$ cat config.mk
export PLATFORM = sky130hd
export DESIGN_NAME = control_fifo_flat
export DESIGN_NICKNAME = d
export VERILOG_FILES = /design/src/rtl/control_fifo_if.sv /design/src/rtl/control_fifo.sv /design/src/flat_wrapper.sv
export SDC_FILE = /design/constraint.sdc
export NUM_CORES = 1
export LEC_CHECK = 0
export BUFFER_PORTS_ARGS = -buffer_cell sky130_fd_sc_hd__buf_2
export CAP_MARGIN = 0
export CORE_MARGIN = 10
export CORE_UTILIZATION = 56
export CTS_CLUSTER_SIZE = 8
export DETAILED_ROUTE_END_ITERATION = 10
export PLACE_DENSITY_LB_ADDON = 0.05
export SETUP_SLACK_MARGIN = 0.2
export SLEW_MARGIN = 25
export SYNTH_ARGS = -nofsm -noshare
export SYNTH_HDL_FRONTEND = slang
export SYNTH_SLANG_ARGS = --single-unit
$ cat constraint.sdc
create_clock -name clk -period 3.7 [get_ports clk]
set_clock_uncertainty 0.1 [all_clocks]
set_input_delay 0.37 -clock clk [delete_from_list [all_inputs] [get_ports clk]]
set_output_delay 0.37 -clock clk [all_outputs]
set_load 0.1 [all_outputs]
$ cat src/rtl/control_fifo_if.sv
// control_fifo_pkg / control_fifo_if
// Package: state_type, the game command encoding shared by the queue and its consumer.
// Interface: the command-queue bus.
//   master (front end + game FSM side) drives usr_btn, rx_valid, rx_byte, flush, pop.
//   slave (control_fifo side) drives cmd, cmd_valid, count, overflow.
package control_fifo_pkg;
  typedef enum logic [2:0] {
    NONE       = 3'd0,
    LEFT       = 3'd1,
    RIGHT      = 3'd2,
    DOWN       = 3'd3,
    DROP       = 3'd4,
    HOLD       = 3'd5,
    ROTATE     = 3'd6,
    ROTATE_REV = 3'd7
  } state_type;
endpackage

interface control_fifo_if #(
  parameter int unsigned DEPTH = 16
);
  import control_fifo_pkg::*;

  localparam int unsigned CNT_W = $clog2(DEPTH) + 1;

  logic [3:0]       usr_btn;
  logic             rx_valid;
  logic [7:0]       rx_byte;
  logic             flush;
  logic             pop;
  state_type        cmd;
  logic             cmd_valid;
  logic [CNT_W-1:0] count;
  logic             overflow;

  modport master (
    output usr_btn, rx_valid, rx_byte, flush, pop,
    input  cmd, cmd_valid, count, overflow
  );

  modport slave (
    input  usr_btn, rx_valid, rx_byte, flush, pop,
    output cmd, cmd_valid, count, overflow
  );
endinterface

$ cat src/rtl/control_fifo.sv
// control_fifo
// Merges UART keystrokes and button presses (with optional auto-repeat) into one
// ordered circular queue of state_type commands, popped by the game FSM.
// Ports:
//   clk    system clock
//   reset  synchronous active-high reset (same effect as flush, plus overflow=0)
//   bus    control_fifo_if.slave: usr_btn, rx_valid, rx_byte, flush, pop in;
//          cmd, cmd_valid, count, overflow out (all registered)
module control_fifo
  import control_fifo_pkg::*;
#(
  parameter int unsigned DEPTH         = 16,
  parameter int unsigned REPEAT_DELAY  = 25_000_000,
  parameter int unsigned REPEAT_PERIOD = 5_000_000,
  parameter logic [3:0]  REPEAT_MASK   = 4'b0111
) (
  input  logic          clk,
  input  logic          reset,
  control_fifo_if.slave bus
);

  localparam int unsigned PTR_W   = $clog2(DEPTH);
  localparam int unsigned CNT_W   = $clog2(DEPTH) + 1;
  localparam int unsigned REP_MAX = (REPEAT_DELAY > REPEAT_PERIOD) ? REPEAT_DELAY : REPEAT_PERIOD;
  localparam int unsigned REP_W   = $clog2(REP_MAX + 1);
  localparam logic [REP_W-1:0] REP_DLY = REP_W'(REPEAT_DELAY);
  localparam logic [REP_W-1:0] REP_PER = REP_W'(REPEAT_PERIOD);

  // ASCII decode, case-insensitive; NONE means "ignore this byte"
  function automatic state_type decode(input logic [7:0] b);
    case (b)
      8'h41, 8'h61:        decode = LEFT;
      8'h44, 8'h64:        decode = RIGHT;
      8'h57, 8'h77:        decode = DOWN;
      8'h53, 8'h73, 8'h20: decode = DROP;
      8'h43, 8'h63:        decode = HOLD;
      8'h58, 8'h78:        decode = ROTATE;
      8'h5A, 8'h7A:        decode = ROTATE_REV;
      default:             decode = NONE;
    endcase
  endfunction

  function automatic state_type btn_cmd(input logic [1:0] idx);
    case (idx)
      2'd0:    btn_cmd = RIGHT;
      2'd1:    btn_cmd = DOWN;
      2'd2:    btn_cmd = LEFT;
      default: btn_cmd = ROTATE;
    endcase
  endfunction

  state_type        mem_q [DEPTH];
  logic [PTR_W-1:0] wp_q, wp_d, rp_q, rp_d;
  logic [CNT_W-1:0] count_q, count_d;
  state_type        cmd_q, cmd_d;
  logic             valid_q, valid_d;
  logic             ovf_q, ovf_d;
  logic [3:0]       btn_q, btn_d, rise_q, rise_d, pend_q, pend_d;
  logic [REP_W-1:0] rep_cnt_q [4];
  logic [REP_W-1:0] rep_cnt_d [4];
  logic [3:0]       rep_act_q, rep_act_d, rep_first_q, rep_first_d;

  state_type  rx_cmd, pick_cmd, push_cmd, head;
  logic       rx_hit, push_req, push_ok, do_pop, full, empty, we;
  logic [3:0] pend_pick, pend_clr, fire;

  // Arbitration, repeat timers, FIFO pointer update and next registered outputs
  always_comb begin
    rx_cmd    = decode(bus.rx_byte);
    rx_hit    = bus.rx_valid && (rx_cmd != NONE);
    pick_cmd  = NONE;
    pend_pick = '0;
    // Scan high to low so the lowest-index pending button is the one left selected
    for (int i = 3; i >= 0; i--) begin
      if (pend_q[i]) begin
        pend_pick    = '0;
        pend_pick[i] = 1'b1;
        pick_cmd     = btn_cmd(2'(i));
      end
    end
    push_req = rx_hit || (|pend_q);
    push_cmd = rx_hit ? rx_cmd : pick_cmd;
    pend_clr = rx_hit ? 4'b0000 : pend_pick;

    full    = (count_q == CNT_W'(DEPTH));
    empty   = (count_q == '0);
    do_pop  = bus.pop && !empty;
    push_ok = push_req && (!full || do_pop);
    ovf_d   = push_req && full && !do_pop;
    we      = push_ok;

    // Repeat timer: armed by a press edge, reloads on each fire, dropped on release
    fire = '0;
    for (int i = 0; i < 4; i++) begin
      rep_act_d[i]   = rep_act_q[i];
      rep_first_d[i] = rep_first_q[i];
      rep_cnt_d[i]   = rep_cnt_q[i];
      if (!REPEAT_MASK[i]) begin
        rep_act_d[i]   = 1'b0;
        rep_first_d[i] = 1'b0;
        rep_cnt_d[i]   = '0;
      end else if (rise_q[i]) begin
        rep_act_d[i]   = 1'b1;
        rep_first_d[i] = 1'b1;
        rep_cnt_d[i]   = REP_W'(1);
      end else if (rep_act_q[i] && btn_q[i]) begin
        if (rep_cnt_q[i] == (rep_first_q[i] ? REP_DLY : REP_PER)) begin
          fire[i]        = 1'b1;
          rep_first_d[i] = 1'b0;
          rep_cnt_d[i]   = REP_W'(1);
        end else begin
          rep_cnt_d[i] = rep_cnt_q[i] + REP_W'(1);
        end
      end else begin
        rep_act_d[i]   = 1'b0;
        rep_first_d[i] = 1'b0;
        rep_cnt_d[i]   = '0;
      end
    end

    // A source is consumed even when its push is dropped on overflow
    pend_d = (pend_q & ~pend_clr) | rise_q | fire;
    btn_d  = bus.usr_btn;
    rise_d = bus.usr_btn & ~btn_q;

    wp_d = push_ok ? wp_q + PTR_W'(1) : wp_q;
    rp_d = do_pop  ? rp_q + PTR_W'(1) : rp_q;
    case ({push_ok, do_pop})
      2'b10:   count_d = count_q + CNT_W'(1);
      2'b01:   count_d = count_q - CNT_W'(1);
      default: count_d = count_q;
    endcase

    // Next head: the entry being written this cycle if it lands under the new read pointer
    head    = (push_ok && (rp_d == wp_q)) ? push_cmd : mem_q[rp_d];
    valid_d = (count_d != '0);
    cmd_d   = valid_d ? head : NONE;

    // Flush discards this cycle's push/pop; held buttons are treated as already seen
    if (bus.flush) begin
      we      = 1'b0;
      ovf_d   = 1'b0;
      wp_d    = '0;
      rp_d    = '0;
      count_d = '0;
      valid_d = 1'b0;
      cmd_d   = NONE;
      pend_d  = '0;
      rise_d  = '0;
      btn_d   = bus.usr_btn;
      for (int i = 0; i < 4; i++) begin
        rep_act_d[i]   = 1'b0;
        rep_first_d[i] = 1'b0;
        rep_cnt_d[i]   = '0;
      end
    end
  end

  // State registers
  always_ff @(posedge clk) begin
    if (reset) begin
      wp_q        <= '0;
      rp_q        <= '0;
      count_q     <= '0;
      cmd_q       <= NONE;
      valid_q     <= 1'b0;
      ovf_q       <= 1'b0;
      btn_q       <= bus.usr_btn;
      rise_q      <= '0;
      pend_q      <= '0;
      rep_act_q   <= '0;
      rep_first_q <= '0;
      for (int i = 0; i < 4; i++) rep_cnt_q[i] <= '0;
    end else begin
      wp_q        <= wp_d;
      rp_q        <= rp_d;
      count_q     <= count_d;
      cmd_q       <= cmd_d;
      valid_q     <= valid_d;
      ovf_q       <= ovf_d;
      btn_q       <= btn_d;
      rise_q      <= rise_d;
      pend_q      <= pend_d;
      rep_act_q   <= rep_act_d;
      rep_first_q <= rep_first_d;
      for (int i = 0; i < 4; i++) rep_cnt_q[i] <= rep_cnt_d[i];
    end
  end

  // Queue storage; needs no reset since count gates visibility
  always_ff @(posedge clk) begin
    if (we && !reset) mem_q[wp_q] <= push_cmd;
  end

  assign bus.cmd       = cmd_q;
  assign bus.cmd_valid = valid_q;
  assign bus.count     = count_q;
  assign bus.overflow  = ovf_q;

endmodule

$ cat src/flat_wrapper.sv
// flat-port wrapper written by rule: the top's interface ports become plain ports
module control_fifo_flat import control_fifo_pkg::*;
#(
  parameter int unsigned DEPTH         = 16,
  parameter int unsigned REPEAT_DELAY  = 25_000_000,
  parameter int unsigned REPEAT_PERIOD = 5_000_000,
  parameter logic [3:0]  REPEAT_MASK   = 4'b0111
)
  (clk, reset, bus_usr_btn, bus_rx_valid, bus_rx_byte, bus_flush, bus_pop, bus_cmd, bus_cmd_valid, bus_count, bus_overflow);
  control_fifo_if #(.DEPTH(DEPTH)) bus_i ();
  input  logic clk;
  input  logic reset;
  input wire logic [$bits(bus_i.usr_btn)-1:0] bus_usr_btn;
  input wire logic [$bits(bus_i.rx_valid)-1:0] bus_rx_valid;
  input wire logic [$bits(bus_i.rx_byte)-1:0] bus_rx_byte;
  input wire logic [$bits(bus_i.flush)-1:0] bus_flush;
  input wire logic [$bits(bus_i.pop)-1:0] bus_pop;
  output wire logic [$bits(bus_i.cmd)-1:0] bus_cmd;
  output wire logic [$bits(bus_i.cmd_valid)-1:0] bus_cmd_valid;
  output wire logic [$bits(bus_i.count)-1:0] bus_count;
  output wire logic [$bits(bus_i.overflow)-1:0] bus_overflow;
  assign bus_i.usr_btn = bus_usr_btn;
  assign bus_i.rx_valid = bus_rx_valid;
  assign bus_i.rx_byte = bus_rx_byte;
  assign bus_i.flush = bus_flush;
  assign bus_i.pop = bus_pop;
  assign bus_cmd = bus_i.cmd;
  assign bus_cmd_valid = bus_i.cmd_valid;
  assign bus_count = bus_i.count;
  assign bus_overflow = bus_i.overflow;
  control_fifo #(.DEPTH(DEPTH), .REPEAT_DELAY(REPEAT_DELAY), .REPEAT_PERIOD(REPEAT_PERIOD), .REPEAT_MASK(REPEAT_MASK)) u_core (.clk(clk), .reset(reset), .bus(bus_i));
endmodule
==> impl_metrics.tcl <==
set metrics [dict create \
    grt-ovfl-total 0 \
    syn_area_sq_um 7712 \
    tns_ns 0 \
    crit_required_ns 3.91 \
    avgSynthCellArea_sq_um 9.533 \
    dr_total_vias 6093 \
    clk_pin_slew_ns 0.07 \
    hold_viol 0 \
    grt_max_degree 28 \
    timing.final.crit_period_ns 3.336 \
    grt_pass1_wl_mm 28.92 \
    slew_headroom_pct 42.13 \
    p_int_mw 2.959 \
    nNetsFinal 878 \
    drv_cap 0 \
    cts.sinks 159 \
    yosys_warnings 0 \
    htree_levels 4 \
    cp_top_family "simple AND/OR/NAND/NOR gates" \
    regToRegSetupSlack_ns 0.36 \
    critical_path.max_fanout 9 \
    switching_share_pct 21.32 \
    synth-seq-area-share_pct 47.50 \
    cts_tree "yes" \
    drtAntennaViolNets 0 \
    ys.flop_type "dfxtp_1" \
    reg2reg_to "u_core.bus.cmd[0]$_SDFF_PP0_" \
    die_h_um 137.4 \
    synthCells 809 \
    cts_buffers 17 \
    dieArea_sq_um 18870 \
    yosysTopAreaCell "dfxtp_1" \
    path_cells "or4_4 > nor2_4 > nor2_1 > nand2_2 > inv_2 > ha_1 > a21o_1 > a21oi_2 > xnor2_1 > nor4b_2 > a41oi_2 > o32ai_4 > nor4_1" \
    setup_viol 0 \
    pwr-share-clk_pct 49.2 \
    cp-start-kind "flip-flop" \
    pwr-share-comb_pct 2.9 \
    max_freq_ghz 0.2998 \
    track_usage_pct 19.02 \
    fillers 1073 \
    first_pass_iters 5 \
    yosysTopAreaCellShare_pct 28.81 \
    r2r_cells 13 \
    slowest_stage "or4_4" \
    rr_startpoint "u_core.bus.count[0]$_SDFF_PP0_" \
    status "completed" \
    crit_type "flip-flop to flip-flop" \
    io_buffers 26 \
    rows 42 \
    ir_drop_mv 0.3299 \
    fin_crit_sh_pct 90.16 \
    final_cells 1035 \
    holdPathStages 4 \
    rsz0062_at_grt "false" \
    drt-total-wl_mm 17.03 \
    first_global_vias 5896 \
    antenna_found_initial 0 \
    hold-path-endpoint "u_core.rep_act_q[1]$_SDFFE_PP0P_" \
    crit_arrival_ns 3.54 \
    synth_edf_count 48 \
    slew_viol_final 0 \
    syn_nets 841 \
    hp-start "bus_flush" \
    die_w_um 137.4 \
    drt_iter0_drc 430 \
    pwr-share-seq_pct 47.9 \
    yosys-top-cells-area "dfxtp_1 (29%), edfxtp_1 (19%), nor2_1 (6.9%), xor2_1 (5.0%), xnor2_1 (4.2%)" \
    clk_latency_ns 0.44 \
    final_util_pct 65.95 \
    regArea_sq_um 3670 \
    multi_input_area_sq_um 3891 \
    fin_total_pwr_mw 3.761 \
    place.gp.congestion 0.8972 \
    leakage_nw 2.962 \
    power_density_nw_per_um2 427.2 \
    preCtsSetupSlack_ns 0.03662 \
    dp_cells 998 \
    yosysMostFrequentCell "nor2_1" \
    hp-class "input port to flip-flop" \
    p_sw_uw 801.8 \
    async_flop_share_pct 0 \
    critPathBufInv 1 \
    drive_above_1_share_pct 13.39 \
    avgViaCountPerCell 5.887 \
    tightest_slew_ns 0.8656 \
    placed_cell_area_sq_um 8079 \
    num_io_pins 27 \
    start_util_pct 57.78 \
    ys_ff_latch 159 \
    yosysUniqueCellTypes 66 \
    ys_top_cells_by_count "nor2_1 (142), dfxtp_1 (111), nand2_1 (58)" \
    cts_buffer_depth 2 \
    wl_per_cell_um 16.45 \
    cts_root_buffer "clkbuf_16" \
    area_growth_pct 14.15 \
    finalInstanceArea_sq_um 8803 \
    fin_ws_ns 0.3640 \
    endpoint_kind "flip-flop" \
    antenna_cells 0 \
    drc 0 \
    core_area_sq_um 13350 \
    hpwl_mm 11.94 \
    fin_hold_ws_ns 0.2992 \
    critical_path.max_stage_delay_ns 0.58 \
]
kinds of logic (layout without fill, tap and decap cells):
logic type / count (synthesis) / after routing / synth area share (%)
AND/OR/NAND/NOR: 369 / 369 / 23.30
multiplexers: 29 / 29 / 5.240
buffers and inverters: 52 / 102 / 2.677
XOR/XNOR: 82 / 82 / 9.556
AO/OA/AOI/OAI: 103 / 103 / 9.199
flip-flops: 159 / 159 / 47.50
adder cells (fa/ha/maj): 15 / 15 / 2.531
worst register-to-register path, delay by kind of cell (launching register included):
kind	cells	cell delay [ns]
XOR/XNOR	1	0.12
flip-flops	1	0.38
buffers and inverters	1	0.09
AO/OA/AOI/OAI	4	0.87
AND/OR/NAND/NOR	6	1.38
adder cells (fa/ha/maj)	1	0.29
state kept, by name, summed over array words and instances, names as in the netlist:
name,flops
u_core.bus.cmd,3
u_core.bus.overflow,1
u_core.bus.count,5
u_core.pend_q,4
u_core.rise_q,4
u_core.rep_cnt_q,75
u_core.wp_q,4
u_core.rp_q,4
u_core.rep_first_q,3
u_core.rep_act_q,3
u_core.bus.cmd_valid,1
u_core.btn_q,4
u_core.mem_q,48
cells in the final DEF (no fill, tap or decap), types with 4 or more instances in the layout:
| cell | count |
|---|---|
| o221ai_1 | 5 |
| a211oi_1 | 4 |
| clkbuf_16 | 20 |
| o21ai_0 | 14 |
| o22ai_1 | 6 |
| buf_4 | 16 |
| edfxtp_1 | 48 |
| ha_1 | 14 |
| nor2_1 | 141 |
| inv_1 | 23 |
| nor3b_1 | 6 |
| mux2i_1 | 10 |
| nand2_1 | 56 |
| nand3_1 | 38 |
| and2_1 | 4 |
| nor2b_1 | 8 |
| dlygate4sd3_1 | 4 |
| nor4_1 | 12 |
| nand3b_1 | 5 |
| dfxtp_2 | 5 |
| nand4_1 | 24 |
| mux4_2 | 8 |
| dfxtp_1 | 106 |
| nand2b_1 | 9 |
| o211ai_1 | 8 |
| and3_1 | 13 |
| mux2_2 | 11 |
| o21a_1 | 4 |
| buf_2 | 26 |
| a31oi_1 | 5 |
| nor3_1 | 26 |
| a21oi_1 | 24 |
| xor2_1 | 44 |
| clkinvlp_4 | 4 |
| xnor2_1 | 37 |
cell type report:
cell class | instances | share of cell area [%]
clock buffers | 20 | 5.685
clock inverters | 12 | 1.606
inverters | 24 | 1.023
multi-input cells | 598 | 44.20
flip-flops and latches | 159 | 41.69
well taps | 176 | 2.501
repair buffers | 46 | 3.297
per-layer routing:
metal | GRT usage (%) | share of wire [%] | vias up
li1 | - | - | 2954
met1 | 22.88 | 43 | 2920
met2 | 32.17 | 50 | 175
met3 | 3.787 | 3.9 | 44
met4 | 8.724 | 3.0 | 0
met5 | 0 | 0 | -
worst max-delay path by stage:
stage,start,end,cells past startpoint
2_1_floorplan,u_core.bus.count[0]$_SDFF_PP0_,u_core.bus.cmd[0]$_SDFF_PP0_,14
3_3_place_gp,bus_rx_byte[0],u_core.bus.cmd[0]$_SDFF_PP0_,15
3_5_place_dp,bus_rx_byte[0],u_core.bus.cmd[0]$_SDFF_PP0_,15
4_1_cts,u_core.bus.count[0]$_SDFF_PP0_,u_core.bus.cmd[0]$_SDFF_PP0_,13
5_1_grt,u_core.bus.count[0]$_SDFF_PP0_,u_core.bus.cmd[0]$_SDFF_PP0_,13
6_report,u_core.bus.count[0]$_SDFF_PP0_,u_core.bus.cmd[0]$_SDFF_PP0_,13
timing repair:
| item | CTS | global route |
|---|---|---|
| endpoints found under the setup margin | 4 | 4 |
| resized for setup | 3 | 5 |
| pin swaps | 2 | 2 |
| hold buffers | 4 | 0 |
| setup buffers | 1 | 0 |
| hold endpoints to repair | 4 | 0 |
power by group through the flow:
| stage | Combinational, mW | Clock, mW | Sequential (mW) |
|---|---|---|---|
| 3_3_place_gp | 0.0958 | 0 | 1.84 |
| 2_1_floorplan | 0.0587 | 0 | 1.84 |
| 3_5_place_dp | 0.100 | 0 | 1.84 |
| 4_1_cts | 0.105 | 1.87 | 1.80 |
| 5_1_grt | 0.119 | 1.95 | 1.80 |
| 6_report | 0.108 | 1.85 | 1.80 |
Note: power is estimated with default switching activity, not from simulation.
